## config.mk

```make
export PLATFORM = sky130hd
export DESIGN_NAME = ifid_pipe
export DESIGN_NICKNAME = d
export VERILOG_FILES = /design/src/rtl/ifid_pipe.sv
export SDC_FILE = /design/constraint.sdc
export NUM_CORES = 1
export LEC_CHECK = 0
export CAP_MARGIN = 5
export CORE_MARGIN = 2
export CORE_UTILIZATION = 50
export DETAILED_ROUTE_END_ITERATION = 12
export DONT_BUFFER_PORTS = 1
export PLACE_DENSITY_LB_ADDON = 0.2
export SLEW_MARGIN = 0
export SYNTH_ARGS = -nofsm -noshare
export SYNTH_HDL_FRONTEND = slang
export SYNTH_SLANG_ARGS = --single-unit
```

## constraint.sdc

```tcl
create_clock -name clk -period 5.2 [get_ports clk]
set_input_delay 0.52 -clock clk [delete_from_list [all_inputs] [get_ports clk]]
set_output_delay 0.52 -clock clk [all_outputs]
set_load 0.05 [all_outputs]
```

## src/rtl/ifid_pipe.sv

```systemverilog
// IF/ID pipeline register.
// Captures the fetched instruction and its PC+2, and inserts NOP bubbles while
// instruction memory is busy. It holds for decode hazards and data-memory dumps,
// and squashes on a redirect. It latches HALT and fetch errors into a sticky
// HALTED state and keeps saturating instruction and bubble counters for
// performance debug.
module ifid_pipe #(
  parameter logic [15:0] NOP_INSTR   = 16'h0800,
  parameter logic [4:0]  HALT_OPCODE = 5'b00000,
  parameter int          CNT_W       = 16
) (
  input  logic             clk,
  input  logic             rst,
  input  logic [15:0]      instruction,
  input  logic [15:0]      increment,
  input  logic             Stall,
  input  logic             Done,
  input  logic             err,
  input  logic             IFID_Stall_in,
  input  logic             MemWB_DMemDump,
  input  logic             EXMem_take_branch_or_jump,
  output logic [15:0]      IFID_instruction,
  output logic [15:0]      IFID_increment,
  output logic             IFID_valid,
  output logic             IFID_halt,
  output logic             IFID_err,
  output logic             halt_err,
  output logic [CNT_W-1:0] instr_count,
  output logic [CNT_W-1:0] bubble_count
);

  typedef enum logic [0:0] {
    ST_RUN    = 1'b0,
    ST_HALTED = 1'b1
  } state_e;

  // Increment that sticks at all-ones instead of wrapping.
  function automatic logic [CNT_W-1:0] sat_inc(input logic [CNT_W-1:0] v);
    if (&v) begin
      return v;
    end else begin
      return v + {{(CNT_W-1){1'b0}}, 1'b1};
    end
  endfunction

  state_e           state_q, state_d;
  logic [15:0]      instr_q, instr_d;
  logic [15:0]      inc_q, inc_d;
  logic             valid_q, valid_d;
  logic             halt_q, halt_d;
  logic             err_q, err_d;
  logic [CNT_W-1:0] icnt_q, icnt_d;
  logic [CNT_W-1:0] bcnt_q, bcnt_d;

  logic flush_s;
  logic hold_s;
  logic busy_s;

  assign flush_s = EXMem_take_branch_or_jump;
  assign hold_s  = IFID_Stall_in | MemWB_DMemDump;
  assign busy_s  = Stall | ~Done;

  // Next-state selection; the first matching rule in RUN wins.
  always_comb begin
    state_d = state_q;
    instr_d = instr_q;
    inc_d   = inc_q;
    valid_d = valid_q;
    halt_d  = halt_q;
    err_d   = err_q;
    icnt_d  = icnt_q;
    bcnt_d  = bcnt_q;
    case (state_q)
      ST_RUN: begin
        if (flush_s) begin
          // Redirect squashes the slot; PC+2 is kept so decode sees a stable value.
          instr_d = NOP_INSTR;
          valid_d = 1'b0;
        end else if (hold_s) begin
          // Everything keeps its value.
          state_d = state_q;
        end else if (busy_s) begin
          instr_d = NOP_INSTR;
          valid_d = 1'b0;
          bcnt_d  = sat_inc(bcnt_q);
        end else if (err) begin
          instr_d = NOP_INSTR;
          valid_d = 1'b0;
          err_d   = 1'b1;
          state_d = ST_HALTED;
        end else begin
          instr_d = instruction;
          inc_d   = increment;
          valid_d = 1'b1;
          icnt_d  = sat_inc(icnt_q);
          if (instruction[15:11] == HALT_OPCODE) begin
            // HALT still reaches decode as a valid instruction.
            halt_d  = 1'b1;
            state_d = ST_HALTED;
          end else begin
            halt_d  = halt_q;
          end
        end
      end
      ST_HALTED: begin
        if (flush_s) begin
          // HALT/err came from the wrong path: resume fetching.
          instr_d = NOP_INSTR;
          valid_d = 1'b0;
          halt_d  = 1'b0;
          err_d   = 1'b0;
          state_d = ST_RUN;
        end else begin
          valid_d = 1'b0;
        end
      end
      default: begin
        state_d = ST_RUN;
        instr_d = NOP_INSTR;
        valid_d = 1'b0;
      end
    endcase
  end

  // State and output registers with asynchronous active-low reset.
  always_ff @(posedge clk or negedge rst) begin
    if (!rst) begin
      state_q <= ST_RUN;
      instr_q <= NOP_INSTR;
      inc_q   <= 16'h0000;
      valid_q <= 1'b0;
      halt_q  <= 1'b0;
      err_q   <= 1'b0;
      icnt_q  <= {CNT_W{1'b0}};
      bcnt_q  <= {CNT_W{1'b0}};
    end else begin
      state_q <= state_d;
      instr_q <= instr_d;
      inc_q   <= inc_d;
      valid_q <= valid_d;
      halt_q  <= halt_d;
      err_q   <= err_d;
      icnt_q  <= icnt_d;
      bcnt_q  <= bcnt_d;
    end
  end

  assign IFID_instruction = instr_q;
  assign IFID_increment   = inc_q;
  assign IFID_valid       = valid_q;
  assign IFID_halt        = halt_q;
  assign IFID_err         = err_q;
  assign halt_err         = halt_q | err_q;
  assign instr_count      = icnt_q;
  assign bubble_count     = bcnt_q;

endmodule

```

==> results.toml, run 1 <==
[drt]
drc_errors = 0
vias = 2069
drt_wl_total_mm = 6.44
avgRoutedWirePerCell_microns = 17.7
drt_iter0_markers = 108
via_per_inst = 5.70
first_pass_iters = 4
ant_nets = 0

[clocking]
hold_buffers = 1
ctsResizeCount = 0
cts_max_path_buffers = 2
cts_tree = "built"
clkTransAtPathRegs_ns = 0.08
cts_num_sinks = 68
post_cts_buffers = 0
numCtsBuffers = 9
cts_root_buffer = "clkbuf_8"
htreeDepth = 3
clk-insertion-delay-late_ns = 0.34

[synthesis]
synth_top_family_by_area = "simple AND/OR/NAND/NOR gates"
ys_seq_area_share_pct = 56.7
muxShareOfSynthArea_pct = 0.750
synth_edf_count = 0
synth_compound_area_share_pct = 6.75
yosys_warnings = 0
ys.flop_type = "dfrtp_1"
synth_fa_ha_area_share_pct = 0.834
synthXorXnorAreaFrac_pct = 8.17
ys_types = 40
synthCells = 280
synth.avg_cell_area_sq_um = 10.7
synth_area_sq_um = 3000
synthSimpleGateAreaFrac_pct = 24.3
syn_nets = 322
ys_ff_latch = 68
synthArstFlopShare_pct = 100

[layout]
final_cell_mix = "67 x dfrtp_1, 61 x nand2_1, 22 x xor2_1"
nets = 326
layout_commonest_cell = "dfrtp_1"
design_area_sq_um = 3350
drive_above_1_share_pct = 10.1
stdcell_count = 363
diodes = 0
synthToLayoutAreaGrowth_pct = 11.5

[die]
fp-row-count = 28
die-area_sq_um = 6640
initial_core_util_pct = 51.3
die_h_microns = 81.5
die_x_microns = 81.5
ios = 108
core-area_sq_um = 5850

[setup_path]
worstPathArrival_ns = 2.64
reg2regPathDepth = 4
startpoint_type = "register"
worstReg2RegStart = "state_q$_DFF_PN0_"
endpoint_kind = "register"
crit_fanout = 33
worstReg2RegEnd = "instr_count[15]$_DFFE_PN0P_"
worstPathRequired_ns = 5.45
reg2reg_slack_ns = 2.81
crit_type = "register to register"

[placed_design]
place_area_sq_um = 3050
gp_congestion = 0.747
hpwl_mm = 4.41
port_buffers = 0
dp.cells = 346

[timing]
finalSetupViolCount = 0
skew_ns = 0.00898
drv_slew = 0
max_freq_ghz = 0.419
max-slew-margin-rel_pct = 21.0
hold_viol = 0
rsz0062_at_grt = "no"
fin_crit_ns = 2.39
tns_ns = 0
fin_crit_sh_pct = 45.9
tightest_slew_ns = 1.19

[power]
powerDensity_nw_per_um2 = 435
vdd_drop_max_uv = 242
p_leak_uw = 0.00163

[global_routing]
antenna_found_initial = 0
grt_pass1_vias = 1969
grt_pass1_wl_mm = 9.76
grt_usage_pct = 19.5
grt_overflow = 0
grt_max_degree = 68

[outcome]
outcome = "complete, no violations"

[run]
drv_cap = 0

[hold_path]
hold_path_class = "primary input to asynchronous set/reset pin"
==> registers in the layout (all words and copies together) (netlist names) <==
name	cells
instr_count	16
IFID_instruction	16
IFID_err	1
state_q	1
IFID_halt	1
bubble_count	16
IFID_valid	1
IFID_increment	16
==> final cells by class <==
class                           count  area (sq um)
Fill cell                         461          2500
Multi-Input combinational cell    196          1220
Tap cell                           75          93.8
Clock buffer                        9           124
Sequential cell                    68          1700
Timing Repair Buffer                2          37.5
Clock inverter                      6           138
Inverter                            7          26.3
==> through the flow <==
step	hold WS [ns]	total power [uW]	util (%)	setup slack, ns
6_report	0.0524	1450	57.2	2.81
5_1_grt	0.0715	1510	57.2	2.52
3_3_place_gp	0.226	878	52.1	2.78
2_1_floorplan	0.224	857	-	3.16
4_1_cts	0.00669	1460	57.0	2.79
3_5_place_dp	0.226	883	52.1	2.71
==> kinds of logic after synthesis <==
family	after synthesis
mux	2
simple gates	137
fa+ha+maj	2
flops	68
xor+xnor	28
compound gates	27
buf+inv	16
==> synth_stat cells (2+ instances only) <==
cell / n / share of area, %
and3_1: 4 / 0.83
inv_1: 7 / 0.88
a22o_1: 15 / 4.4
xnor2_1: 6 / 1.8
o22ai_1: 2 / 0.42
nand3_1: 7 / 1.2
nor4_1: 10 / 2.1
nor4b_1: 3 / 0.88
nand4_1: 11 / 2.3
xor2_1: 22 / 6.4
or3_1: 2 / 0.42
mux2_2: 2 / 0.75
nor4_2: 2 / 0.83
dfrtp_1: 67 / 56
nand2_1: 61 / 7.6
nor3_1: 12 / 2.0
o21ai_0: 3 / 0.50
buf_6: 2 / 0.75
clkbuf_1: 7 / 0.88
nor3b_1: 2 / 0.50
ha_1: 2 / 0.83
or2_2: 2 / 0.42
nor2_1: 9 / 1.1
a21oi_1: 4 / 0.67
==> metal layers <==
layer,vias up,GRT usage [%],routed length [microns]
met1,1016,24.2,2770
met2,56,30.2,3160
li1,987,-,-
met3,10,7.69,437
met4,0,8.64,80
met5,-,0,0
==> critical path, stage by stage (launching register included) <==
cell and delay, ns:
dfrtp_1 0.47, nor3_1 0.39, and2_1 0.98, and4b_1 0.32
xor2_1 0.14
==> worst max-delay path by stage <==
stage,slack (ns),endpoint,startpoint
3_3_place_gp,2.78,instr_count[15]$_DFFE_PN0P_,Stall
6_report,2.81,instr_count[15]$_DFFE_PN0P_,state_q$_DFF_PN0_
5_1_grt,2.52,instr_count[15]$_DFFE_PN0P_,state_q$_DFF_PN0_
2_1_floorplan,3.16,bubble_count[1]$_DFFE_PN0P_,bubble_count[12]$_DFFE_PN0P_
3_5_place_dp,2.71,instr_count[15]$_DFFE_PN0P_,Stall
4_1_cts,2.79,instr_count[15]$_DFFE_PN0P_,state_q$_DFF_PN0_
==> where the power goes <==
| group | switching, uW | total (uW) | internal [uW] | leakage, uW |
|---|---|---|---|---|
| registers | 226 | 798 | 572 | 0.000894 |
| logic | 46.3 | 85.3 | 39.0 | 0.000609 |
| clock network | 205 | 571 | 366 | 0.000129 |
(Power assumes the default switching activity.)
==> inputs of run 2 (changes only) <==
==> constraint.sdc (replaced) <==
create_clock -name clk -period 1.95 [get_ports clk]
set_input_delay 0.195 -clock clk [delete_from_list [all_inputs] [get_ports clk]]
set_output_delay 0.195 -clock clk [all_outputs]
set_load 0.05 [all_outputs]
==> run 2 against run 1 <==
Compared with the run above: global-route usage rose by 3.1 points; power rose by 140%; via count grew 15%; largest power group unchanged.
==> results.toml, run 2 (synthesis gave the netlist of run 1 again) <==
[drt]
ant_nets = 0
avgRoutedWirePerCell_microns = 16.8
drt_iter0_markers = 86
drc_errors = 0
via_per_inst = 5.47
vias = 2373
drt_wl_total_mm = 7.27
first_pass_iters = 5

[global_routing]
grt_pass1_vias = 2417
grt_overflow = 0
grt_max_degree = 69
antenna_found_initial = 0
grt_pass1_wl_mm = 11.3
grt_usage_pct = 22.7

[power]
powerDensity_nw_per_um2 = 900
p_leak_uw = 0.00193
vdd_drop_max_uv = 768

[die]
die_x_microns = 81.5
die_h_microns = 81.5
fp-row-count = 28
die-area_sq_um = 6640
initial_core_util_pct = 51.3
ios = 108
core-area_sq_um = 5850

[clocking]
cts_tree = "built"
clk-insertion-delay-late_ns = 0.34
htreeDepth = 3
numCtsBuffers = 9
cts_num_sinks = 68
cts_max_path_buffers = 2
cts_root_buffer = "clkbuf_8"
clkTransAtPathRegs_ns = 0.07

[timing]
finalSetupViolCount = 0
finalWorstSetupSlack_ns = 0.109
drv_slew = 0
hold_viol = 0
tns_ns = 0
skew_ns = 0.00800
fin_crit_ns = 1.84
tightest_slew_ns = 0.940
max_freq_ghz = 0.543
max-slew-margin-rel_pct = 37.1
fin_crit_sh_pct = 94.4

[layout]
diodes = 0
synthToLayoutAreaGrowth_pct = 29.1
nets = 396
layout_commonest_cell = "dfrtp_1"
final_util_pct = 66.2
drive_above_1_share_pct = 19.8
design_area_sq_um = 3870
final_cell_mix = "64 x dfrtp_1, 61 x nand2_1, 38 x buf_4"
stdcell_count = 434
nFillCells = 485

[setup_path]
worstPathRequired_ns = 2.21
worstPathArrival_ns = 2.10
worstReg2RegStart = "state_q$_DFF_PN0_"
endpoint_kind = "register"
crit_fanout = 4
startpoint = "state_q$_DFF_PN0_"
startpoint_type = "register"
crit_type = "register to register"

[hold_path]
hold_path.startpoint = "instruction[4]"
hold_path_class = "primary input to register"

[placed_design]
port_buffers = 0
hpwl_mm = 4.90
dp.cells = 384
gp_congestion = 0.748
place_ws_ns = 0.0786
place_area_sq_um = 3340

[run]
drv_cap = 0

[outcome]
outcome = "complete, no violations"
## run 2: cell types whose count changed in the layout (fill, tap and decap cells not counted), moves of 3 or more
cell | before | now
dfrtp_1 | 67 | 64
dfrtp_2 | 0 | 3
bufinv_16 | 4 | 0
clkinv_2 | 0 | 3
buf_4 | 0 | 38
dlygate4sd3_1 | 1 | 33
## run 2: path summary, 6_finish.rpt
path	cells after the start	end	slack, ns
min reg2reg	1	instr_count[7]$_DFFE_PN0P_	0.52
min	1	IFID_instruction[4]$_DFFE_PN0P_	0.03
min in group asynchronous	2	IFID_instruction[3]$_DFFE_PN0P_	0.43
max	4	bubble_count[10]$_DFFE_PN0P_	0.11
max reg2reg	4	bubble_count[10]$_DFFE_PN0P_	0.11
max in group asynchronous	2	IFID_instruction[11]$_DFFE_PN1P_	1.22
## run 2: routing by layer
layer / GRT usage (%) / up-vias / share of wire, % / routed length, microns
met5: 0 / - / 0 / 0
met4: 9.66 / 0 / 1.6 / 116
met3: 5.93 / 12 / 5.7 / 416
met2: 39.0 / 62 / 53 / 3820
met1: 26.8 / 1170 / 40 / 2920
li1: - / 1129 / - / -
## run 2: layout make-up
class	count	area, sq um	share of cell area (%)
Timing Repair Buffer	72	643	16.6
Clock inverter	5	30.0	0.775
Multi-Input combinational cell	196	1240	32.1
Clock buffer	11	131	3.39
Sequential cell	68	1710	44.0
Tap cell	75	93.8	2.42
Inverter	7	26.3	0.678
## run 2: where the power goes
part / internal, uW / switching (uW) / leakage (uW)
registers: 1530 / 336 / 0.000889
logic: 224 / 425 / 0.000957
clock network: 455 / 516 / 0.0000791
total: 2210 / 1280 / 0.00193
## run 2: timing repair
action / CTS / global route
buffers inserted: 0 / 0
setup endpoints to repair: 0 / 10
hold buffers: 34 / 0
hold endpoints to repair: 102 / 0
gates resized for setup: 0 / 2
## run 2: stage by stage
stage | power, uW | hold WS [ns]
global route | 3650 | 0.0113
finish | 3490 | 0.0263
CTS | 3530 | 0.0146
floorplan | 2290 | -0.101
global placement | 2440 | -0.0990
detailed placement | 2450 | -0.0989
## run 2: worst max-delay path: stages, from the launching register on
cell	delay [ns]
dfrtp_1	0.42
or4_4	0.55
or3_4	0.38
nor4_2	0.24
xor2_1	0.17
